`src/rtl/sample_depacketizer.sv`:
```
// ============================================================================
// sample_depacketizer
// Rebuilds multi-channel samples from a tagged 28-bit link word stream
// (IDLE / SYNC / HEADER / DATA) and publishes them atomically on completion.
// Revision: 1.0
// ============================================================================
`default_nettype none

module sample_depacketizer #(
    parameter int CHANNEL   = 16,
    parameter int DATA_BITS = 16
) (
    input  logic                           clk,
    input  logic                           rst_n,
    input  logic [27:0]                    rx_data,
    output logic [DATA_BITS*CHANNEL-1:0]   data_out,
    output logic                           sample_valid,
    output logic                           begin_of_sample,
    output logic                           running,
    output logic                           proto_error,
    output logic [31:0]                    sample_count
);

    localparam logic [3:0] TAG_IDLE   = 4'd0;
    localparam logic [3:0] TAG_SYNC   = 4'd1;
    localparam logic [3:0] TAG_HEADER = 4'd2;
    localparam logic [3:0] TAG_DATA   = 4'd3;

    typedef enum logic [1:0] {
        S_HUNT     = 2'd0,
        S_WAIT_HDR = 2'd1,
        S_DATA     = 2'd2
    } state_t;

    state_t                         state, state_next;
    logic [DATA_BITS*CHANNEL-1:0]   shadow;
    logic [DATA_BITS*CHANNEL-1:0]   shadow_wr;
    logic [CHANNEL-1:0]             pending;
    logic [CHANNEL-1:0]             pending_clr;
    logic [3:0]                     low_idx;

    logic [3:0]                     tag;
    logic [3:0]                     idx;
    logic [CHANNEL-1:0]             hdr_bits;
    logic [DATA_BITS-1:0]           value;

    logic                           do_sync;
    logic                           do_err;
    logic                           do_hdr;
    logic                           do_write;
    logic                           do_complete;
    logic                           unused_rx;

    assign tag       = rx_data[27:24];
    assign idx       = rx_data[19:16];
    assign hdr_bits  = rx_data[CHANNEL-1:0];
    assign value     = rx_data[DATA_BITS-1:0];
    assign running   = (state != S_HUNT);
    // Many link-word bits are don't-care depending on tag and parameters.
    assign unused_rx = ^rx_data;

    // Lowest still-pending channel: the only index a DATA word may carry.
    always_comb begin
        low_idx = '0;
        for (int i = CHANNEL - 1; i >= 0; i--) begin
            if (pending[i]) begin
                low_idx = 4'(i);
            end
        end
    end

    // Candidate shadow/pending contents if the current DATA word is accepted.
    always_comb begin
        pending_clr = pending;
        shadow_wr   = shadow;
        for (int k = 0; k < CHANNEL; k++) begin
            if (4'(k) == low_idx) begin
                pending_clr[k]                     = 1'b0;
                shadow_wr[k*DATA_BITS +: DATA_BITS] = value;
            end
        end
    end

    // State register.
    always_ff @(posedge clk or negedge rst_n) begin
        if (!rst_n) begin
            state <= S_HUNT;
        end else begin
            state <= state_next;
        end
    end

    // Tag decode and next-state selection; SYNC overrides every state.
    always_comb begin
        state_next  = state;
        do_sync     = 1'b0;
        do_err      = 1'b0;
        do_hdr      = 1'b0;
        do_write    = 1'b0;
        do_complete = 1'b0;
        if (tag == TAG_SYNC) begin
            do_sync    = 1'b1;
            state_next = S_WAIT_HDR;
        end else if (tag != TAG_IDLE) begin
            case (state)
                S_WAIT_HDR: begin
                    if (tag == TAG_HEADER) begin
                        if (hdr_bits == '0) begin
                            do_complete = 1'b1;
                        end else begin
                            do_hdr     = 1'b1;
                            state_next = S_DATA;
                        end
                    end else begin
                        do_err = 1'b1;
                    end
                end
                S_DATA: begin
                    if (tag == TAG_DATA && idx == low_idx) begin
                        do_write = 1'b1;
                        if (pending_clr == '0) begin
                            do_complete = 1'b1;
                            state_next  = S_WAIT_HDR;
                        end
                    end else begin
                        do_err = 1'b1;
                    end
                end
                default: ;  // HUNT waits silently for SYNC
            endcase
            if (do_err) begin
                state_next = S_HUNT;
            end
        end
    end

    // Sample datapath and one-cycle status pulses.
    always_ff @(posedge clk or negedge rst_n) begin
        if (!rst_n) begin
            data_out        <= '0;
            shadow          <= '0;
            pending         <= '0;
            sample_count    <= '0;
            sample_valid    <= 1'b0;
            begin_of_sample <= 1'b0;
            proto_error     <= 1'b0;
        end else begin
            sample_valid    <= do_complete;
            begin_of_sample <= do_sync;
            proto_error     <= do_err | (do_sync && state == S_DATA);
            if (do_sync) begin
                shadow       <= '0;
                data_out     <= '0;
                pending      <= '0;
                sample_count <= '0;
            end else if (do_err) begin
                // Drop the partial packet; committed data stays untouched.
                shadow  <= data_out;
                pending <= '0;
            end else begin
                if (do_hdr) begin
                    pending <= hdr_bits;
                end
                if (do_write) begin
                    shadow  <= shadow_wr;
                    pending <= pending_clr;
                end
                if (do_complete) begin
                    data_out     <= do_write ? shadow_wr : shadow;
                    sample_count <= sample_count + 32'd1;
                end
            end
        end
    end

endmodule

`default_nettype wire

```
`config.mk`:
```
export PLATFORM = sky130hd
export DESIGN_NAME = sample_depacketizer
export DESIGN_NICKNAME = d
export VERILOG_FILES = /design/src/rtl/sample_depacketizer.sv
export SDC_FILE = /design/constraint.sdc
export NUM_CORES = 1
export LEC_CHECK = 0
export BUFFER_PORTS_ARGS = -buffer_cell sky130_fd_sc_hd__buf_2
export CAP_MARGIN = 20
export CORE_MARGIN = 2
export CORE_UTILIZATION = 49
export DETAILED_ROUTE_END_ITERATION = 10
export GPL_ROUTABILITY_DRIVEN = 0
export HOLD_SLACK_MARGIN = 0.12
export PLACE_DENSITY = 0.69
export SETUP_SLACK_MARGIN = 0.4
export SYNTH_ARGS = -nofsm -noshare
export SYNTH_HDL_FRONTEND = slang
export SYNTH_SLANG_ARGS = --single-unit
```
`constraint.sdc`:
```
create_clock -name clk -period 4.3 [get_ports clk]
set_clock_uncertainty 0.15 [all_clocks]
set_input_delay 0.645 -clock clk [delete_from_list [all_inputs] [get_ports clk]]
set_output_delay 0.645 -clock clk [all_outputs]
set_load 0.005 [all_outputs]
```
==> flow_summary.ini <==
[sta]
worst_pin_slew_ps = 1090
rsz0062_at_grt = true
hold_viol_final = 0
setup_slack_ps = 393
slew_viol_final = 0
setup_viol = 0
fin_crit_ps = 3910
relSlewSlack_pct = 27.2
timing.fmax_mhz = 256
fin_setup_tns_ps = 0
timing.final.crit_share_pct = 90.9

[critical_path]
r2r_cells = 10
r2r_slack_ps = 390
r2r_end = data_out[7]
crit_fanout = 14
arrival_ps = 4240
cp-start-kind = register
worstReg2RegStart = pending[7]
cp.required_ps = 4630
criticalPathCategory = reg2reg
end_kind = register

[detailed_routing]
ant_nets = 0
drc = 0
via_count = 20540
drt_wl_total_um = 77400
drtIter0Drc = 2468
drt_pass1_iterations = 8
viasPerCell = 6.01
wl_met3_um = 6060
wl_per_cell_um = 22.7
wl_met2_um = 36100
wl_met1_um = 33000
highest_layer = met4

[synth]
synth.area.mux_share_pct = 10.6
syn_nets = 2489
synth-seq-area-share_pct = 56.3
synth-adder-area-share_pct = 0.199
synthArstFlopShare_pct = 100
ys_ff_latch = 565
synth_commonest_cells = 565 x dfrtp_1, 322 x o21ai_0, 308 x nand2_1
synth-simple-area-share_pct = 14.7
ys_types = 72
synth.area.top_cells = dfrtp_1 56%, mux2i_1 11%, o21ai_0 6.4%
ys.flop_type = dfrtp_1
synth_area_mm2 = 0.0251
synthCells = 2455
synth_top_area_share_pct = 56.3
syn_avg_cell_area_um2 = 10.2
synth_warnings = 0
synth-compound-area-share_pct = 13.3
synth_top_family_by_area = simple AND/OR/NAND/NOR gates
synth_xor_area_share_pct = 0.0349
yosysMostFrequentCell = dfrtp_1
yosys.area.top_type = dfrtp_1
synth-edff-count = 0

[cts]
clock_latency_ps = 610
root_buffer = clkbuf_16
clock-sinks = 565
clock_path_buffers = 3
cts_buffers = 58
cts_tree = done
path_clk_slew_ps = 60
cts_max_level = 2

[worst_hold_path]
worst_hold_path_type = in2reg
hold_start = rx_data[26]
min_to = sample_valid
hold-path-cell-count = 4

[cells_and_area]
area_growth_pct = 17.5
drive_gt1_share_pct = 19.5
nNetsFinal = 2729
nFillCells = 4209
final_area_mm2 = 0.0295
postLayoutCoreUtil_pct = 58.6

[global_route]
grt_util_all_layers_pct = 28.3
grt_antenna_before_repair = 3
grt_max_degree = 132
grt_pass1_vias = 20048
grt-ovfl-total = 0
grt_pass1_wl_um = 118000

[job]
max-cap-violations = 0

[placed_design]
placed_area_mm2 = 0.0272
io_buffers = 317
dp_hpwl_um = 45400
pre_cts_slack_ps = 270

[die]
core-area_mm2 = 0.0504
io_pins = 322
dieArea_mm2 = 0.0531
die_w_um = 230
rows = 82
die_y_um = 230
start_util_pct = 49.9

[pwr]
power_density_mw_per_mm2 = 480
ir_drop_mv = 0.338
power_leakage_uw = 0.0143

[status]
outcome = finished, final reports clean
-- cell usage in the layout (no fill, tap or decap), types with 11 or more instances in the layout --
cell and instances:
o21ai_0 322, a21oi_1 20, o211ai_1 17, or4_1 22
buf_2 316, nor2_1 43, buf_12 20, clkbuf_8 17
inv_1 15, buf_4 49, clkbuf_1 15, nand2_1 306
dfrtp_1 563, nand3_1 280, clkbuf_16 62, mux2i_1 265
nor3_1 15, a22oi_1 11, o21ai_1 216, nand2b_1 19
-- power by group --
group	internal (µW)	switching, µW
Sequential	5380	90.4
Clock	3080	2120
Combinational	873	2630
-- cell type report --
cell class	instances	area, µm²	share of cell area [%]
flip-flops and latches	565	14100	47.9
inverters	15	56.3	0.191
repair buffers	400	2640	8.93
clock inverters	16	230	0.780
well taps	672	841	2.85
multi-input cells	1655	9870	33.4
diodes	4	10.0	0.0339
clock buffers	90	1740	5.90
-- layer usage --
layer,vias up,track usage (%)
li1,9154,-
met1,10401,39.9
met2,853,43.9
met3,132,5.81
met4,0,9.38
met5,-,0
-- cells by family (layout without fill, tap and decap cells) --
| group | Yosys count | count (layout) |
|---|---|---|
| simple gates | 759 | 759 |
| compound gates | 625 | 625 |
| flops | 565 | 565 |
| mux | 266 | 266 |
| buf+inv | 235 | 521 |
| fa+ha+maj | 4 | 4 |
| xor+xnor | 1 | 1 |
| other cells | 0 | 4 |
-- worst max-delay path, stage by stage (launching register included) --
cell	delay, ps
dfrtp_1	480
or3_1	420
or3b_1	390
o22ai_2	330
o311a_1	290
nand4_4	270
nor3_2	470
nand2b_1	290
buf_4	310
mux2i_1	220
o21ai_0	130
-- registers in the layout (all words and copies together) (netlist names) --
signal           count
shadow             256
state                2
proto_error          1
pending             16
data_out           256
begin_of_sample      1
sample_valid         1
sample_count        32
-- through the flow --
step                cells  power, µW  hold WS [ps]
floorplan            2455       7740           199
global placement     3295       8650           329
detailed placement   3295       8710           337
CTS                  3402      13900           200
global route         3416      14700           274
finish               3417      14200           256
-- worst max-delay path by stage --
stage | from | to
2_1_floorplan | pending[5] | data_out[166]
3_3_place_gp | pending[7] | shadow[69]
3_5_place_dp | pending[7] | shadow[75]
4_1_cts | pending[7] | data_out[118]
5_1_grt | pending[4] | data_out[3]
6_report | pending[7] | data_out[7]
-- repair_timing --
action / in CTS / in global routing
hold endpoints to repair: 115 / 0
cloned: 0 / 5
hold buffers: 1 / 0
resized for setup: 7 / 25
pin swaps: 0 / 3
buffers inserted: 0 / 6
setup endpoints to repair: 112 / 531
Note: power is estimated with default switching activity, not from simulation.
